`config.mk`:
```
export PLATFORM = sky130hd
export DESIGN_NAME = muldiv_sequencer_flat
export DESIGN_NICKNAME = d
export VERILOG_FILES = /design/src/rtl/muldiv_if.sv /design/src/rtl/muldiv_sequencer.sv /design/src/flat_wrapper.sv
export SDC_FILE = /design/constraint.sdc
export NUM_CORES = 1
export LEC_CHECK = 0
export BUFFER_PORTS_ARGS = -buffer_cell sky130_fd_sc_hd__buf_2
export CAP_MARGIN = 20
export CORE_MARGIN = 2
export CORE_UTILIZATION = 40
export CTS_BUF_LIST = sky130_fd_sc_hd__clkbuf_4 sky130_fd_sc_hd__clkbuf_8
export CTS_CLUSTER_DIAMETER = 100
export DETAILED_ROUTE_END_ITERATION = 10
export GPL_TIMING_DRIVEN = 0
export SYNTH_ARGS = -nofsm -noshare
export SYNTH_HDL_FRONTEND = slang
export SYNTH_SLANG_ARGS = --single-unit
export TNS_END_PERCENT = 30
```
`constraint.sdc`:
```
create_clock -name clk -period 3.35 [get_ports clk]
set_input_delay 0.1675 -clock clk [delete_from_list [all_inputs] [get_ports clk]]
set_output_delay 0.1675 -clock clk [all_outputs]
set_load 0.05 [all_outputs]
```
`src/rtl/muldiv_if.sv`:
```
// Request/response bundle between the EX stage and the multiply/divide sequencer.
// start is a request that is taken only while the sequencer is IDLE and flush is low; the request is consumed on that edge.
// done marks the single cycle in which Result is valid, and stall stays low in that cycle so the pipeline can capture Result.
interface muldiv_if #(parameter int DATA_W = 32);
  logic              start;
  logic [2:0]        Funct3;
  logic [DATA_W-1:0] SrcA;
  logic [DATA_W-1:0] SrcB;
  logic              flush;
  logic              busy;
  logic              stall;
  logic              done;
  logic [DATA_W-1:0] Result;
  logic              illegal;
  logic [1:0]        dbg_state;

  modport master (
    output start, Funct3, SrcA, SrcB, flush,
    input  busy, stall, done, Result, illegal, dbg_state
  );

  modport slave (
    input  start, Funct3, SrcA, SrcB, flush,
    output busy, stall, done, Result, illegal, dbg_state
  );
endinterface

```
`src/rtl/muldiv_sequencer.sv`:
```
// Iterative RV32M multiply/divide unit: 32 shift-add or restoring shift-subtract steps on magnitudes, then sign fix-up.
// Define MULDIV_DIV_EN to build the divider; without it, DIV/DIVU/REM/REMU complete at once with illegal and Result 0.
module muldiv_sequencer #(
  parameter int DATA_W = 32
) (
  input logic     clk,
  input logic     reset,
  muldiv_if.slave bus
);
  localparam int W  = DATA_W;
  localparam int W2 = 2 * DATA_W;

  typedef enum logic [1:0] {
    IDLE = 2'd0,
    CALC = 2'd1,
    FIX  = 2'd2,
    DONE = 2'd3
  } state_t;

  state_t       state_q, state_d;
  logic [4:0]   cnt_q, cnt_d;
  logic [2:0]   op_q, op_d;
  logic         neg_q, neg_d;
  logic [W-1:0] hi_q, hi_d;
  logic [W-1:0] lo_q, lo_d;
  logic [W-1:0] opnd_q, opnd_d;
  logic [W-1:0] result_q, result_d;
  logic         illegal_q, illegal_d;
`ifdef MULDIV_DIV_EN
  logic         negr_q, negr_d;
  logic [W:0]   shifted, diff;
  logic [W-1:0] quot_fix, rem_fix;
`endif

  logic         accept, a_sgn, b_sgn, a_neg, b_neg;
  logic [W-1:0] a_mag, b_mag;
  logic [W:0]   sum;
  logic [W2-1:0] prod_fix;

  // Which operands are treated as signed for each op (MUL low word is sign-agnostic).
  always_comb begin
    a_sgn  = (bus.Funct3 == 3'b001) || (bus.Funct3 == 3'b010) ||
             (bus.Funct3 == 3'b100) || (bus.Funct3 == 3'b110);
    b_sgn  = (bus.Funct3 == 3'b001) || (bus.Funct3 == 3'b100) || (bus.Funct3 == 3'b110);
    a_neg  = a_sgn & bus.SrcA[W-1];
    b_neg  = b_sgn & bus.SrcB[W-1];
    a_mag  = a_neg ? -bus.SrcA : bus.SrcA;
    b_mag  = b_neg ? -bus.SrcB : bus.SrcB;
    accept = (state_q == IDLE) & bus.start & ~bus.flush;
  end

  // {hi,lo} is the 64-bit accumulator: product for multiply, {remainder, quotient} for divide.
  always_comb begin
    sum      = {1'b0, hi_q} + (lo_q[0] ? {1'b0, opnd_q} : '0);
    prod_fix = neg_q ? -{hi_q, lo_q} : {hi_q, lo_q};
`ifdef MULDIV_DIV_EN
    shifted  = {hi_q, lo_q[W-1]};
    diff     = shifted - {1'b0, opnd_q};
    quot_fix = neg_q ? -lo_q : lo_q;
    rem_fix  = negr_q ? -hi_q : hi_q;
`endif
  end

  always_comb begin
    state_d   = state_q;
    cnt_d     = cnt_q;
    op_d      = op_q;
    neg_d     = neg_q;
    hi_d      = hi_q;
    lo_d      = lo_q;
    opnd_d    = opnd_q;
    result_d  = result_q;
    illegal_d = 1'b0;
`ifdef MULDIV_DIV_EN
    negr_d    = negr_q;
`endif
    case (state_q)
      IDLE: begin
        if (accept) begin
          op_d  = bus.Funct3;
          neg_d = a_neg ^ b_neg;
          cnt_d = 5'd31;
          hi_d  = '0;
          if (bus.Funct3[2]) begin
`ifdef MULDIV_DIV_EN
            negr_d = a_neg;
            lo_d   = a_mag;
            opnd_d = b_mag;
            if (bus.SrcB == '0) begin
              result_d = bus.Funct3[1] ? bus.SrcA : '1;
              state_d  = DONE;
            end else begin
              state_d  = CALC;
            end
`else
            result_d  = '0;
            illegal_d = 1'b1;
            state_d   = DONE;
`endif
          end else begin
            lo_d    = b_mag;
            opnd_d  = a_mag;
            state_d = CALC;
          end
        end
      end
      CALC: begin
        if (bus.flush) begin
          state_d = IDLE;
        end else begin
          cnt_d = cnt_q - 5'd1;
          if (cnt_q == 5'd0) state_d = FIX;
`ifdef MULDIV_DIV_EN
          if (op_q[2]) begin
            if (!diff[W]) begin
              hi_d = diff[W-1:0];
              lo_d = {lo_q[W-2:0], 1'b1};
            end else begin
              hi_d = shifted[W-1:0];
              lo_d = {lo_q[W-2:0], 1'b0};
            end
          end else
`endif
          begin
            {hi_d, lo_d} = {sum, lo_q[W-1:1]};
          end
        end
      end
      FIX: begin
        if (bus.flush) begin
          state_d = IDLE;
        end else begin
          state_d = DONE;
`ifdef MULDIV_DIV_EN
          if (op_q[2]) result_d = op_q[1] ? rem_fix : quot_fix;
          else
`endif
          result_d = (op_q == 3'b000) ? prod_fix[W-1:0] : prod_fix[W2-1:W];
        end
      end
      DONE:    state_d = IDLE;
      default: state_d = IDLE;
    endcase
  end

  always_ff @(posedge clk) begin
    if (!reset) begin
      state_q   <= IDLE;
      cnt_q     <= '0;
      op_q      <= '0;
      neg_q     <= 1'b0;
      hi_q      <= '0;
      lo_q      <= '0;
      opnd_q    <= '0;
      result_q  <= '0;
      illegal_q <= 1'b0;
`ifdef MULDIV_DIV_EN
      negr_q    <= 1'b0;
`endif
    end else begin
      state_q   <= state_d;
      cnt_q     <= cnt_d;
      op_q      <= op_d;
      neg_q     <= neg_d;
      hi_q      <= hi_d;
      lo_q      <= lo_d;
      opnd_q    <= opnd_d;
      result_q  <= result_d;
      illegal_q <= illegal_d;
`ifdef MULDIV_DIV_EN
      negr_q    <= negr_d;
`endif
    end
  end

  assign bus.busy      = (state_q != IDLE);
  assign bus.stall     = (bus.start & (state_q == IDLE)) | (state_q == CALC) | (state_q == FIX);
  assign bus.done      = (state_q == DONE);
  assign bus.Result    = result_q;
  assign bus.illegal   = illegal_q;
  assign bus.dbg_state = state_q;
endmodule

```
`src/flat_wrapper.sv`:
```
// flat-port wrapper written by rule: the top's interface ports become plain ports
module muldiv_sequencer_flat 
#(
  parameter int DATA_W = 32
)
  (clk, reset, bus_start, bus_Funct3, bus_SrcA, bus_SrcB, bus_flush, bus_busy, bus_stall, bus_done, bus_Result, bus_illegal, bus_dbg_state);
  muldiv_if #(.DATA_W(DATA_W)) bus_i ();
  input logic clk;
  input logic reset;
  input wire logic [$bits(bus_i.start)-1:0] bus_start;
  input wire logic [$bits(bus_i.Funct3)-1:0] bus_Funct3;
  input wire logic [$bits(bus_i.SrcA)-1:0] bus_SrcA;
  input wire logic [$bits(bus_i.SrcB)-1:0] bus_SrcB;
  input wire logic [$bits(bus_i.flush)-1:0] bus_flush;
  output wire logic [$bits(bus_i.busy)-1:0] bus_busy;
  output wire logic [$bits(bus_i.stall)-1:0] bus_stall;
  output wire logic [$bits(bus_i.done)-1:0] bus_done;
  output wire logic [$bits(bus_i.Result)-1:0] bus_Result;
  output wire logic [$bits(bus_i.illegal)-1:0] bus_illegal;
  output wire logic [$bits(bus_i.dbg_state)-1:0] bus_dbg_state;
  assign bus_i.start = bus_start;
  assign bus_i.Funct3 = bus_Funct3;
  assign bus_i.SrcA = bus_SrcA;
  assign bus_i.SrcB = bus_SrcB;
  assign bus_i.flush = bus_flush;
  assign bus_busy = bus_i.busy;
  assign bus_stall = bus_i.stall;
  assign bus_done = bus_i.done;
  assign bus_Result = bus_i.Result;
  assign bus_illegal = bus_i.illegal;
  assign bus_dbg_state = bus_i.dbg_state;
  muldiv_sequencer #(.DATA_W(DATA_W)) u_core (.clk(clk), .reset(reset), .bus(bus_i));
endmodule
```
Word-level counts from Yosys, hierarchy flattened
Cells that the tools add are included.

word-level totals
  output and inout bits = 38
  memory bits (writable) = 0
  bits in read-only memories = 0
  logic and storage cells = 80
  bits in registers = 140
  bits of input ports = 71
  bits in latches = 0
  memories = 0

cells by class
  bitwise operators = 9
  $mul = 0
  equality and inequality tests = 13
  multiplexer cells = 26
  reduce and logical (&&, ||, !) cells = 18
  add/subtract/negate cells = 5
  div/mod/pow operators = 0
  order comparisons = 0
  shift-type cells = 0

operators with widths
  kind                                              count
  two-way mux 32 bit                                12
  one-hot mux 32 bit (2 select lines)               3
  two-way mux 64 bit                                1
  negator 32 bit                                    2
  negator 64 bit                                    1
  adder 32 x 33 -> 33 bit                           1
  two-way mux 2 bit                                 5
  two-way mux 5 bit                                 2
  one-hot mux 5 bit (2 select lines)                1
  AND reduction 3 bit                               3
  != test 2 bit, second input constant              4
  one-hot mux 2 bit (4 select lines)                1
  AND reduction 4 bit                               2
  == test 3 bit, second input constant              2
  nonzero test 2 bit                                3
  logical NOT 5 bit                                 1
  logical OR 1 bit                                  5
  subtractor 5 x 1 -> 5 bit, second input constant  1
  AND 1 bit                                         4
  == test 2 bit, second input constant              2
  AND reduction 2 bit                               2
  == test 3 x 1 -> 1 bit, second input constant     1
  == test 3 x 2 -> 1 bit, second input constant     1
  logical NOT 3 bit                                 1
  other kinds (8)                                   10

Longest topological paths before layout
  word-level depth = 8
  mapped depth = 15
  mapped depth without buffers = 13

Worst setup path after synthesis
Ideal clock, no wire load.

  path kind = reg2reg
  start point = register u_core.lo_q[0]
  end point = register u_core.hi_q[29]
  library setup time = 0.128 ns
  data arrival time = 3.006 ns
  stages on the path, launching flop included = 16
  period minus slack after synthesis = 3.135 ns
  data required time = 3.222 ns
  buffers on the path = 2
  setup slack = 0.215 ns
  cells stage by stage = dfxtp_1 > clkbuf_1 > clkbuf_1 > and2_1 > ha_1 > inv_1 > fa_1 > nor2b_1 > o211ai_1 > a211oi_1 > nor3_1 > o21a_1 > a31o_2 > a221o_1 > xnor2_1 > o21ai_0

on the way
  cells in the longest elaborated chain, start to end = 4

RTL lines
  item                                 RTL line                 RTL
  start: declaration                   muldiv_sequencer.sv:25   logic [W-1:0] lo_q, lo_d;
  start signal: assignment             muldiv_sequencer.sv:166  lo_q <= lo_d;
  two-way mux 32 bit                   muldiv_sequencer.sv:54   sum = {1'b0, hi_q} + (lo_q[0] ? {1'b0, opnd_q} : '0);
  adder 32 x 33 -> 33 bit              muldiv_sequencer.sv:54
  two-way mux 32 bit                   muldiv_sequencer.sv:108  if (bus.flush) begin
  one-hot mux 32 bit (2 select lines)  muldiv_sequencer.sv:77   case (state_q)
  end signal: assignment               muldiv_sequencer.sv:165  hi_q <= hi_d;
  end: declaration                     muldiv_sequencer.sv:24   logic [W-1:0] hi_q, hi_d;

Every way passes these cells. The select of a mux whose other input is x is not followed.
A chain may end at the register's enable or synchronous reset.

Worst setup path after layout
  start point = register u_core.lo_q[22]
  end point = register u_core.result_q[17] (netlist: u_core.bus.Result[17])

on the way
  cells in the longest elaborated chain, start to end = 5

RTL lines
  item                                 RTL line                 RTL
  negator 64 bit                       muldiv_sequencer.sv:55   prod_fix = neg_q ? -{hi_q, lo_q} : {hi_q, lo_q};
  two-way mux 64 bit                   muldiv_sequencer.sv:55
  two-way mux 32 bit                   muldiv_sequencer.sv:138  result_d = (op_q == 3'b000) ? prod_fix[W-1:0] : prod_fix[W2-1:W];
  two-way mux 32 bit                   muldiv_sequencer.sv:130  if (bus.flush) begin
  one-hot mux 32 bit (2 select lines)  muldiv_sequencer.sv:77
  end signal: assignment               muldiv_sequencer.sv:168  result_q <= result_d;
  end: declaration                     muldiv_sequencer.sv:27   logic [W-1:0] result_q, result_d;

Every way passes these cells. The select of a mux whose other input is x is not followed.

==> flow_summary.json <==
{
  "area.growth.synth_to_final_pct": 16.16,
  "path_buf_inv": 1,
  "vias": 10539,
  "cts_buffers": 17,
  "grt_max_degree": 17,
  "yosys.cell_types.count": 71,
  "die_width_um": 161.9,
  "synthesis.area_um2": 9973,
  "cpPeakStageDelay_ps": 590,
  "ff2ff_setup_slack_ps": 50,
  "portBuffers": 105,
  "clkTransAtPathRegs_ps": 90,
  "ff2ff_path_depth": 10,
  "holdPathEnd": "u_core.lo_q[25]$_SDFFE_PN0P_",
  "hold_viol": 0,
  "drv_cap": 0,
  "drc": 0,
  "gp_congestion": 0.9603,
  "cts-htree-levels": 4,
  "crit_required_ps": 3690,
  "viasPerCell": 5.791,
  "cts_tree": "done",
  "dp_hpwl_mm": 26.99,
  "irDropWorstVdd_uv": 217.5,
  "ys_warn_count": 0,
  "hold_start": "bus_SrcB[25]",
  "setup_viol": 0,
  "grt_pass1_wl_mm": 53.41,
  "cts_buffer_depth": 2,
  "grt_pass1_vias": 9488,
  "drive_above_1_share_pct": 13.10,
  "insertion_delay_ps": 490,
  "synthFlopType": "dfxtp_1",
  "hold_class": "input port to flip-flop",
  "reg2reg_to": "u_core.bus.Result[17]$_SDFFE_PN0P_",
  "core_um2": 24390,
  "worstSetupPathType": "flip-flop to flip-flop",
  "critPathTopFamily": "simple AND/OR/NAND/NOR gates",
  "synthTopCellsByArea": "dfxtp_1 (28%), xor2_1 (6.3%), o21ai_0 (5.6%), a21oi_1 (5.4%), nand2_1 (5.4%)",
  "min_period_over_period_pct": 98.39,
  "synth_top_cell_by_area": "dfxtp_1",
  "wire_per_inst_um": 18.99,
  "grt_setup_unrepaired": "true",
  "status": "complete, no violations",
  "synth_edf_count": 0,
  "synth.ff_latch_count": 140,
  "critPathArrivalTime_ps": 3630,
  "fin_ws_ps": 54.05,
  "cp_slowest_cell": "or4_1",
  "std_cell_rows": 57,
  "slew_headroom_pct": 40.13,
  "dr.pass1.iters": 5,
  "nets": 1593,
  "synth_nets": 1451,
  "hold-path-cell-count": 4,
  "crit_chain": "buf_2, or4_1, or3_4, nor4_4, nand2_2, or4_4, o311ai_2, o41ai_2, o21ai_0, o311ai_0",
  "clock.fmax_ghz": 0.3034,
  "synth_top_area_share_pct": 28.10,
  "postRouteAntennaNets": 0,
  "async_reset_ff_share_pct": 0,
  "die_h_um": 161.9,
  "end_kind": "flip-flop",
  "r2r_start": "u_core.lo_q[22]$_SDFFE_PN0P_",
  "worst_setup_path_start_kind": "flip-flop",
  "die_area_um2": 26210,
  "initial_core_util_pct": 40.89,
  "final.min_clock_period_ps": 3296,
  "n_antenna_cell": 0,
  "maxSlewViolCount": 0,
  "ys_seq_area_share_pct": 28.10,
  "grt-ovfl-total": 0,
  "routed_wirelength_mm": 34.56,
  "avgSynthCellArea_um2": 7.432,
  "power_density_nw_per_um2": 360.4,
  "first_iter_violations": 831,
  "synthCells": 1342,
  "cp.depth": 10,
  "io_pins": 109,
  "leakage_nw": 4.519,
  "cts_sinks": 140,
  "tightest_slew_ps": 894.8,
  "fin_hold_ws_ps": 15.55,
  "cp_max_fo": 8,
  "root_buffer": "clkbuf_8",
  "antenna_found_initial": 0,
  "dp_slack_ps": -763.6,
  "fin_skew_ps": 18.31,
  "track_usage_pct": 25.98
}
through the flow:
stage / utilization [%] / setup TNS [ps] / power (W) / cell area, um^2 / cells
after CTS: 46.91 / 0 / 0.004129 / 11440 / 1813
after floorplan: - / 0 / 0.002460 / 9973 / 1342
after global routing: 47.50 / -378.0 / 0.004346 / 11580 / 1820
final: 47.50 / 0 / 0.004175 / 11580 / 1820
after global placement: 44.71 / -8445 / 0.002793 / 10900 / 1771
after detailed placement: 44.76 / -8783 / 0.002801 / 10920 / 1773
synth_stat cells, drive strengths merged, types with 31 or more instances:
master,instances
nand2,145
nor2,144
dfxtp,140
o21ai,115
a21oi,108
clkbuf,86
xor2,72
xnor2,49
a211oi,41
and2,40
ha,37
nand3,31
state kept, by name, indices dropped and copies added, names as in the netlist:
signal	count
u_core.lo_q	32
u_core.bus.dbg_state	2
u_core.opnd_q	32
u_core.bus.Result	32
u_core.neg_q	1
u_core.hi_q	32
u_core.bus.illegal	1
u_core.op_q	3
u_core.cnt_q	5
kinds of logic after synthesis:
family | Yosys count | synth area share, %
AO/OA/AOI/OAI | 425 | 27.20
flip-flops | 140 | 28.10
adder cells (fa/ha/maj) | 38 | 4.843
multiplexers | 5 | 0.6273
XOR/XNOR | 121 | 10.63
AND/OR/NAND/NOR | 493 | 23.97
buffers and inverters | 120 | 4.629
worst max path at each step:
stage | startpoint | end | slack, ps
after floorplan | u_core.lo_q[0]$_SDFFE_PN0P_ | u_core.hi_q[29]$_SDFFE_PN0P_ | 220
after global placement | u_core.lo_q[0]$_SDFFE_PN0P_ | u_core.hi_q[31]$_SDFFE_PN0P_ | -760
after detailed placement | u_core.lo_q[0]$_SDFFE_PN0P_ | u_core.hi_q[31]$_SDFFE_PN0P_ | -760
after CTS | u_core.hi_q[13]$_SDFFE_PN0P_ | u_core.bus.Result[31]$_SDFFE_PN0P_ | 9
after global routing | u_core.lo_q[22]$_SDFFE_PN0P_ | u_core.bus.Result[28]$_SDFFE_PN0P_ | -90
final | u_core.lo_q[22]$_SDFFE_PN0P_ | u_core.bus.Result[17]$_SDFFE_PN0P_ | 50
cell usage in the layout (no fill, tap or decap), drive strengths merged, types with 11 or more instances in the layout:
cell type / count
nand2: 145
nor2: 144
dfxtp: 140
buf: 127
o21ai: 115
a21oi: 108
clkbuf: 98
xor2: 72
xnor2: 49
a211oi: 41
and2: 40
ha: 37
nand3: 31
inv: 30
nor3: 27
or3: 24
a31oi: 21
o31ai: 20
or4: 16
a22oi: 14
nor4: 14
o221ai: 13
a21o: 13
o41ai: 13
a311oi: 11
final cells by class:
type	instances	area, um^2
timing repair buffer	128	718.2
tap	324	405.4
clock inverter	13	118.9
buffer	88	356.6
inverter	27	101.3
multi-input combinational	1082	6832
clock buffer	18	241.5
sequential	140	2811
fill	2510	12810
where the power goes:
group | internal (W) | switching (W) | leakage [nW]
Clock | 0.000593 | 0.000734 | 0.175
Sequential | 0.00172 | 0.0000588 | 1.14
Combinational | 0.000370 | 0.000699 | 3.21
tightest hold or removal path: cells and delay by family:
kind,cells,cell delay [ps]
AO/OA/AOI/OAI,1,60
AND/OR/NAND/NOR,1,60
XOR/XNOR,1,70
buffers and inverters,1,90
layer usage:
layer | track usage (%) | part of all wire, % | vias up
met5 | 0 | 0 | -
met4 | 9.292 | 2.7 | 0
met3 | 3.805 | 6.9 | 62
met2 | 39.77 | 44 | 397
met1 | 37.13 | 47 | 4915
li1 | - | - | 5165
repair_timing:
item / 4_1_cts / 5_1_grt
setup endpoints to repair: 36 / 43
pin swaps: 3 / 8
gates cloned: 0 / 0
buffers inserted: 1 / 11
hold buffers: 9 / 0
hold endpoints to repair: 9 / 0
resized for setup: 17 / 24
Note: power is estimated with default switching activity, not from simulation.
